--- src/rtl/bin2bcd_seq.sv ---
// Sequential double-dabble binary-to-BCD converter: W-bit input, three registered
// BCD digits, busy/valid handshake so the display never sees partial results.
module bin2bcd_seq #(
  parameter int W    = 9,
  parameter bit AUTO = 1'b1
) (
  input  logic         clk,
  input  logic         rst_n,
  input  logic [W-1:0] bin,
  input  logic         start,
  output logic         busy,
  output logic         valid,
  output logic [3:0]   BCD0,
  output logic [3:0]   BCD1,
  output logic [3:0]   BCD2
);

  localparam int CW = $clog2(W + 1);

  typedef enum logic {IDLE, CONV} state_t;

  state_t        state_reg, state_next;
  logic [W-1:0]  shift_reg, shift_next;
  logic [W-1:0]  last_reg, last_next;
  logic [11:0]   scratch_reg, scratch_next;
  logic [11:0]   digits_reg, digits_next;
  logic [CW-1:0] cnt_reg, cnt_next;
  logic          valid_reg, valid_next;

  logic [11:0]   adj;
  logic [W+11:0] shifted;
  logic          trigger;

  // Add-3 correction applied to each scratch nibble independently before the shift.
  generate
    for (genvar gi = 0; gi < 3; gi++) begin : g_adj
      assign adj[gi*4 +: 4] = (scratch_reg[gi*4 +: 4] >= 4'd5)
                              ? scratch_reg[gi*4 +: 4] + 4'd3
                              : scratch_reg[gi*4 +: 4];
    end
  endgenerate

  // The bit leaving the hundreds nibble falls off the top and is dropped.
  assign shifted = {adj, shift_reg} << 1;
  assign trigger = start || (AUTO && (bin != last_reg));

  always_ff @(posedge clk or negedge rst_n) begin
    if (!rst_n) begin
      state_reg   <= IDLE;
      shift_reg   <= '0;
      last_reg    <= '0;
      scratch_reg <= '0;
      digits_reg  <= '0;
      cnt_reg     <= '0;
      valid_reg   <= 1'b0;
    end else begin
      state_reg   <= state_next;
      shift_reg   <= shift_next;
      last_reg    <= last_next;
      scratch_reg <= scratch_next;
      digits_reg  <= digits_next;
      cnt_reg     <= cnt_next;
      valid_reg   <= valid_next;
    end
  end

  always_comb begin
    state_next   = state_reg;
    shift_next   = shift_reg;
    last_next    = last_reg;
    scratch_next = scratch_reg;
    digits_next  = digits_reg;
    cnt_next     = cnt_reg;
    valid_next   = 1'b0;
    case (state_reg)
      IDLE: begin
        if (trigger) begin
          shift_next   = bin;
          scratch_next = '0;
          last_next    = bin;
          cnt_next     = CW'(W);
          state_next   = CONV;
        end
      end
      CONV: begin
        scratch_next = shifted[W+11:W];
        shift_next   = shifted[W-1:0];
        cnt_next     = cnt_reg - CW'(1);
        // Last shift: publish digits straight from the shifted value.
        if (cnt_reg == CW'(1)) begin
          digits_next = shifted[W+11:W];
          valid_next  = 1'b1;
          state_next  = IDLE;
        end
      end
      default: state_next = IDLE;
    endcase
  end

  assign busy  = (state_reg == CONV);
  assign valid = valid_reg;
  assign BCD0  = digits_reg[3:0];
  assign BCD1  = digits_reg[7:4];
  assign BCD2  = digits_reg[11:8];

endmodule

--- config.mk ---
export PLATFORM = sky130hd
export DESIGN_NAME = bin2bcd_seq
export DESIGN_NICKNAME = d
export VERILOG_FILES = /design/src/rtl/bin2bcd_seq.sv
export SDC_FILE = /design/constraint.sdc
export NUM_CORES = 1
export LEC_CHECK = 0
export ABC_AREA = 1
export CORE_MARGIN = 1
export CORE_UTILIZATION = 50
export DETAILED_ROUTE_END_ITERATION = 8
export DONT_BUFFER_PORTS = 1
export HOLD_SLACK_MARGIN = 0.05
export SLEW_MARGIN = 40
export SYNTH_ARGS = -nofsm -noshare
export SYNTH_HDL_FRONTEND = slang
export SYNTH_SLANG_ARGS = --single-unit
export TNS_END_PERCENT = 100
--- constraint.sdc ---
create_clock -name clk -period 1.5 [get_ports clk]
set_input_delay 0.225 -clock clk [delete_from_list [all_inputs] [get_ports clk]]
set_output_delay 0.225 -clock clk [all_outputs]
set_load 0.02 [all_outputs]
==> results of run 1 <==
==> per-layer routing <==
layer,vias up,GRT usage [%],wire [um]
met4,0,5.13,49
met2,38,36.0,2430
li1,1051,-,-
met3,4,4.80,184
met5,-,0,0
met1,943,27.3,2570
==> cells in the mapped netlist, drive strengths merged <==
master / count
a21boi: 3
xor2: 4
a31oi: 1
a21oi: 5
or2: 10
dfrtp: 48
ha: 8
nor2: 9
nand3: 11
o21ai: 22
inv: 38
o21bai: 1
clkbuf: 7
nand2: 125
mux2i: 1
mux2: 1
buf: 6
nand4: 24
==> kinds of logic after synthesis <==
logic type | count (synthesis) | synth area share, %
AND/OR/NAND/NOR | 179 | 31.5
buffers and inverters | 51 | 8.26
flip-flops | 48 | 47.2
AO/OA/AOI/OAI | 32 | 6.88
adder cells (fa/ha/maj) | 8 | 3.93
XOR/XNOR | 4 | 1.38
multiplexers | 2 | 0.836
==> repair_timing <==
item | 4_1_cts | 5_1_grt
pin swaps | 0 | 5
cloned | 0 | 0
buffers inserted | 0 | 2
endpoints found under the setup margin | 4 | 10
hold buffers | 2 | 0
gates resized for setup | 3 | 20
hold endpoints to repair | 48 | 0
==> worst max-delay path, stage by stage, from the launching register on <==
cell and delay (ns):
dfrtp_1 0.41, inv_2 0.06, ha_2 0.18, a21oi_4 0.14
o21ai_4 0.09, xor2_2 0.15, or2_2 0.28, nand2_1 0.06
==> through the flow <==
step                setup TNS, ns  cell area (sq um)  worst slack, ns  hold WS [ns]  total power, mW
floorplan                       0               2540            0.141       -0.0706             4.47
global placement         -0.00772               2680         -0.00772       -0.0696             5.11
detailed placement       -0.00881               2680         -0.00881       -0.0696             5.18
CTS                             0               2810           0.0310        0.0628             6.00
global route             -0.00645               2890         -0.00645        0.0596             6.76
finish                          0               2890           0.0746        0.0638             6.17
==> cell usage in the layout (no fill, tap or decap), drive strengths merged, types with 3 or more instances in the layout <==
cell    synthesis  routed
a21boi          3       3
or2            10      10
nand4          24      24
nand3          11      11
dfrtp          48      48
ha              8       8
a21oi           5       5
buf             6      16
nand2         125     125
o21ai          22      22
xor2            4       4
nor2            9       9
inv            38      37
clkbuf          7       6
==> power by group through the flow <==
stage                     combinational, mW  sequential (mW)  clock, mW
after floorplan                        2.02             2.44          0
after global placement                 2.59             2.52          0
after detailed placement               2.65             2.53          0
after CTS                              2.73             2.51      0.764
after global routing                   3.32             2.63      0.813
final                                  2.89             2.55      0.737
==> area by class of cell <==
class | instances | area (sq um) | area share (%)
well taps | 67 | 83.8 | 2.90
multi-input cells | 225 | 1200 | 41.5
clock buffers | 6 | 72.6 | 2.51
clock inverters | 1 | 5.00 | 0.173
repair buffers | 17 | 179 | 6.20
inverters | 38 | 146 | 5.07
flip-flops and latches | 48 | 1200 | 41.6
==> worst min-delay path by stage <==
stage                      start                   endpoint  cells after the start
after detailed placement   rst_n  digits_reg[9]$_DFFE_PN0P_                      0
final                     bin[1]    last_reg[1]$_DFFE_PN0P_                      2
after global routing      bin[3]    last_reg[3]$_DFFE_PN0P_                      2
after global placement     rst_n  digits_reg[9]$_DFFE_PN0P_                      0
after floorplan            rst_n             busy$_DFF_PN0_                      0
after CTS                 bin[3]    last_reg[3]$_DFFE_PN0P_                      2
==> metrics.md, run 1 <==
| Metric | Value |
|---|---|
| Status | completed |
| GRT Util Overall | 21.1% |
| Skew-Pair Late Insertion Delay | 0.30 ns |
| Core area | 0.00482 sq mm |
| Die Area | 0.00538 sq mm |
| Clk slew on worst S/H paths | 0.09 ns |
| RePlAce Congestion | 0.770 |
| Root Buffer | clkbuf_8 |
| # diodes | 0 |
| Top cell type's share of synthesized area | 47.2% |
| Post-DRT Antenna Nets | 0 |
| Pleak | 1.54 nW |
| Cell taking the most area after synthesis | dfrtp_1 |
| Switching pwr | 2.71 mW |
| PwrDens | 2140 mW/mm^2 |
| Layout area overhead | 13.4% |
| First-pass GRT wire length | 8690 um |
| Finished Layout Cells | 402 |
| Sequential share of power | 41.3% |
| Mapped Avg Cell Area | 7.85 sq um |
| Post-layout util | 59.9% |
| Total I/O pin count | 26 |
| Clock Path Buffers | 2 |
| Fin. max-slew vios | 0 |
| Fill count | 472 |
| Worst Path Required | 1.74 ns |
| 1st-iter DRT viols | 107 |
| Clock share of power | 11.9% |
| Vias | 2036 |
| Avg WL per Cell | 13.0 um |
| Number of setup violations in the final report | 0 |
| Nets | 355 |
| Reg2reg setup slack | 0.07 ns |
| Crit path DAT | 1.67 ns |
| CTS tree | yes |
| Drt drc | 0 |
| Post-synthesis cell type count | 27 |
| Placed Cells | 391 |
| CP Class | flop to flop |
| Rel. slew slack | 76.9% |
| #FFs+latches synth | 48 |
| Post-Syn Nets | 344 |
| Crit. Startpoint | scratch_reg[5]$_DFFE_PN0P_ |
| I/O Buffers | 0 |
| Launching point of the worst reg2reg path | scratch_reg[5]$_DFFE_PN0P_ |
| Rows | 25 |
| Final hold violation count | 0 |
| Hold crit path type | input pin to flop |
| Seq/Total Area, Yosys | 47.2% |
| GR Overflow Total | 0 |
| Die W | 73.3 um |
| Ys Warns | 0 |
| Pre-antenna DRT Iters | 5 |
| Initial antenna violation count | 0 |
| Final min period | 1.43 ns |
| Sw frac | 44.0% |
| Max-cap viol count | 0 |
| P_int | 3.46 mW |
| HPWL after DPL | 3520 um |
| Mapped cell area | 0.00254 sq mm |
| Routed WL | 5230 um |
| Crit start category | flop |
| Die height | 73.3 um |
| Reg-to-Reg End | scratch_reg[5]$_DFFE_PN0P_ |
| Largest net degree at the start of global routing | 49 |
| CP endpoint kind | flop |
| Comb pwr share | 46.8% |
| CTS buffer count | 5 |
| Clock Sinks | 48 |
| Cell depth of the worst flop-to-flop path | 7 |
| Vias per cell | 5.06 |
| VDD IR max | 835 uV |
| Layout cells sized above 1 | 17.9% |
| Synth area leaders | dfrtp_1, nand2_1, nand4_1 |
| Final setup skew | 0.0130 ns |
| Slew @ Worst Pin | 0.347 ns |
| Crit Path Max Fanout | 4 |
| Vias in the first global route | 1995 |
| Crit path capture | scratch_reg[5]$_DFFE_PN0P_ |
| Final Cycle Share | 95.0% |
| Synthesized instance count | 324 |
| H-tree depth | 2 |
| Fmax | 702 MHz |
| Initial Utilization | 52.8% |
No activity file was read; power rests on OpenSTA's default activity.
==> run 2, diff against run 1 <==
--- a/config.mk
+++ b/config.mk
@@ -10,7 +10,9 @@
 export CORE_UTILIZATION = 50
 export DETAILED_ROUTE_END_ITERATION = 8
 export DONT_BUFFER_PORTS = 1
+export GPL_ROUTABILITY_DRIVEN = 1
 export HOLD_SLACK_MARGIN = 0.05
+export PLACE_DENSITY = 0.74
 export SLEW_MARGIN = 40
 export SYNTH_ARGS = -nofsm -noshare
 export SYNTH_HDL_FRONTEND = slang
==> constraint.sdc (replaced) <==
create_clock -name clk -period 1.6 [get_ports clk]
set_input_delay 0.24 -clock clk [delete_from_list [all_inputs] [get_ports clk]]
set_output_delay 0.24 -clock clk [all_outputs]
set_load 0.02 [all_outputs]
==> run 2 against run 1 <==
Non-clock buffer count shrank 5. Wire length shrank 1.8%. Via count grew 1.6%.
==> metrics.md, run 2 (synthesis gave the netlist of run 1 again) <==
| Metric | Value |
|---|---|
| Status | completed |
| Pre-antenna DRT Iters | 4 |
| Launching point of the worst reg2reg path | scratch_reg[1]$_DFFE_PN0P_ |
| Rows | 25 |
| Vias per cell | 5.21 |
| # diodes | 0 |
| Post-route cell area | 0.00276 sq mm |
| Most frequent cells in the layout | nand2_1, dfrtp_1, inv_1 |
| Worst Path Required | 1.85 ns |
| RePlAce Congestion | 0.780 |
| Sw frac | 44.2% |
| Post-DRT Antenna Nets | 0 |
| Crit Path Max Fanout | 4 |
| Final setup skew | 0.00736 ns |
| First-pass GRT wire length | 9000 um |
| Clock share of power | 12.5% |
| Final Cycle Share | 94.7% |
| Setup TNS | 0 ns |
| Max-cap viol count | 0 |
| Fill count | 460 |
| Cell depth of the worst flop-to-flop path | 8 |
| Rel. slew slack | 73.3% |
| Pleak | 1.51 nW |
| 1st-iter DRT viols | 122 |
| Crit path DAT | 1.76 ns |
| Die W | 73.3 um |
| Crit. Startpoint | scratch_reg[1]$_DFFE_PN0P_ |
| Reg2reg setup slack | 0.08 ns |
| Initial Utilization | 52.8% |
| HPWL after DPL | 3580 um |
| Skew-Pair Late Insertion Delay | 0.30 ns |
| VDD IR max | 846 uV |
| CP endpoint kind | flop |
| Drt drc | 0 |
| Slew @ Worst Pin | 0.401 ns |
| Sequential share of power | 43.3% |
| CP dominant cell by count | nand2_1 |
| Clock Sinks | 48 |
| Hold depth | 2 |
| Switching pwr | 2.42 mW |
| H-tree depth | 2 |
| Largest net degree at the start of global routing | 49 |
| Root Buffer | clkbuf_8 |
| Die height | 73.3 um |
| Total I/O pin count | 26 |
| WHS | 0.0728 ns |
| Routed WL | 5140 um |
| GRT Util Overall | 21.8% |
| Number of setup violations in the final report | 0 |
| Final min period | 1.52 ns |
| Nets | 350 |
| Post-layout util | 57.3% |
| Die Area | 0.00538 sq mm |
| CP Class | flop to flop |
| Layout cells sized above 1 | 12.1% |
| Layout area overhead | 8.41% |
| Reg-to-Reg End | scratch_reg[2]$_DFFE_PN0P_ |
| Core area | 0.00482 sq mm |
| CTS buffer count | 5 |
| Avg WL per Cell | 12.9 um |
| Final hold violation count | 0 |
| Vias | 2069 |
| CTS tree | yes |
| Hold crit path type | input pin to flop |
| CP max-delay cell | dfrtp_1 |
| Placed Instance Area | 0.00264 sq mm |
| Initial antenna violation count | 0 |
| P_int | 3.06 mW |
| Max incr delay on CP | 0.39 ns |
| Comb pwr share | 44.2% |
| PwrDens | 1990 mW/mm^2 |
| Fmax | 660 MHz |
| Setup Fix Bufs, Post-CTS | 0 |
| Crit start category | flop |
| Commonest non-fill, non-tap cell in the layout | nand2_1 |
| GR Overflow Total | 0 |
| I/O Buffers | 0 |
| Vias in the first global route | 2071 |
| Worst path cell trace | inv_1 > ha_1 > a21oi_1 > o21ai_2 > nand2_1 > o21ai_0 > or2_2 > nand2_1 |
| Fin. max-slew vios | 0 |
| Crit path capture | scratch_reg[2]$_DFFE_PN0P_ |
| Clock Path Buffers | 2 |
| Clk slew on worst S/H paths | 0.09 ns |
| Tot Pwr | 5.48 mW |
[run 2: cell count changes in the layout (fill, tap and decap cells not counted), moves of 2 or more]
| cell | before | now |
|---|---|---|
| buf_4 | 12 | 10 |
| nand2_1 | 121 | 123 |
| inv_1 | 30 | 35 |
| ha_1 | 5 | 8 |
| nand2_2 | 4 | 2 |
| inv_2 | 7 | 3 |
| a21oi_2 | 2 | 0 |
| buf_12 | 2 | 0 |
| ha_2 | 3 | 0 |
| a21oi_1 | 2 | 5 |
[run 2: routing by layer]
metal | up-vias | share of wire [%] | global-route usage, %
li1 | 1037 | - | -
met2 | 50 | 48 | 38.2
met5 | - | 0 | 0
met4 | 0 | 1.2 | 6.41
met3 | 7 | 4.7 | 4.12
met1 | 975 | 46 | 27.3
[run 2: layout make-up]
cell class | count | area, sq um | share of cell area [%]
tap | 67 | 83.8 | 3.04
clock buffer | 6 | 72.6 | 2.63
sequential | 48 | 1200 | 43.5
inverter | 38 | 143 | 5.17
timing repair buffer | 12 | 113 | 4.08
clock inverter | 1 | 5.00 | 0.181
multi-input combinational | 225 | 1140 | 41.4
[run 2: worst min path at each step]
stage,start,to,slack [ns]
after floorplan,rst_n,busy$_DFF_PN0_,-0.06
after global placement,rst_n,digits_reg[10]$_DFFE_PN0P_,-0.05
after detailed placement,rst_n,scratch_reg[10]$_DFFE_PN0P_,-0.05
after CTS,bin[1],last_reg[1]$_DFFE_PN0P_,0.07
after global routing,bin[7],last_reg[7]$_DFFE_PN0P_,0.06
final,bin[7],last_reg[7]$_DFFE_PN0P_,0.07
[run 2: critical path, delay by kind of cell, from the launching register on]
kind | cells | cell delay (ns)
AND/OR/NAND/NOR | 3 | 0.41
adder cells (fa/ha/maj) | 1 | 0.19
buffers and inverters | 1 | 0.08
AO/OA/AOI/OAI | 3 | 0.39
flip-flops | 1 | 0.39
[run 2: power by group through the flow]
| stage | clock network, mW | registers [mW] | logic (mW) |
|---|---|---|---|
| final | 0.687 | 2.37 | 2.42 |
| after floorplan | 0 | 2.29 | 1.90 |
| after detailed placement | 0 | 2.38 | 2.37 |
| after global placement | 0 | 2.36 | 2.28 |
| after global routing | 0.745 | 2.45 | 2.83 |
| after CTS | 0.709 | 2.36 | 2.42 |
[run 2: timing repair]
item | 4_1_cts | 5_1_grt
resized for setup | 0 | 2
endpoints found under the hold margin | 48 | 0
setup endpoints to repair | 0 | 8
hold buffers | 2 | 0
[run 2: metrics by stage]
| stage | cells | setup slack (ns) |
|---|---|---|
| finish | 397 | 0.0849 |
| global route | 397 | -0.00568 |
| CTS | 397 | 0.0492 |
| detailed placement | 388 | 0.0890 |
| global placement | 388 | 0.0793 |
| floorplan | 324 | 0.241 |
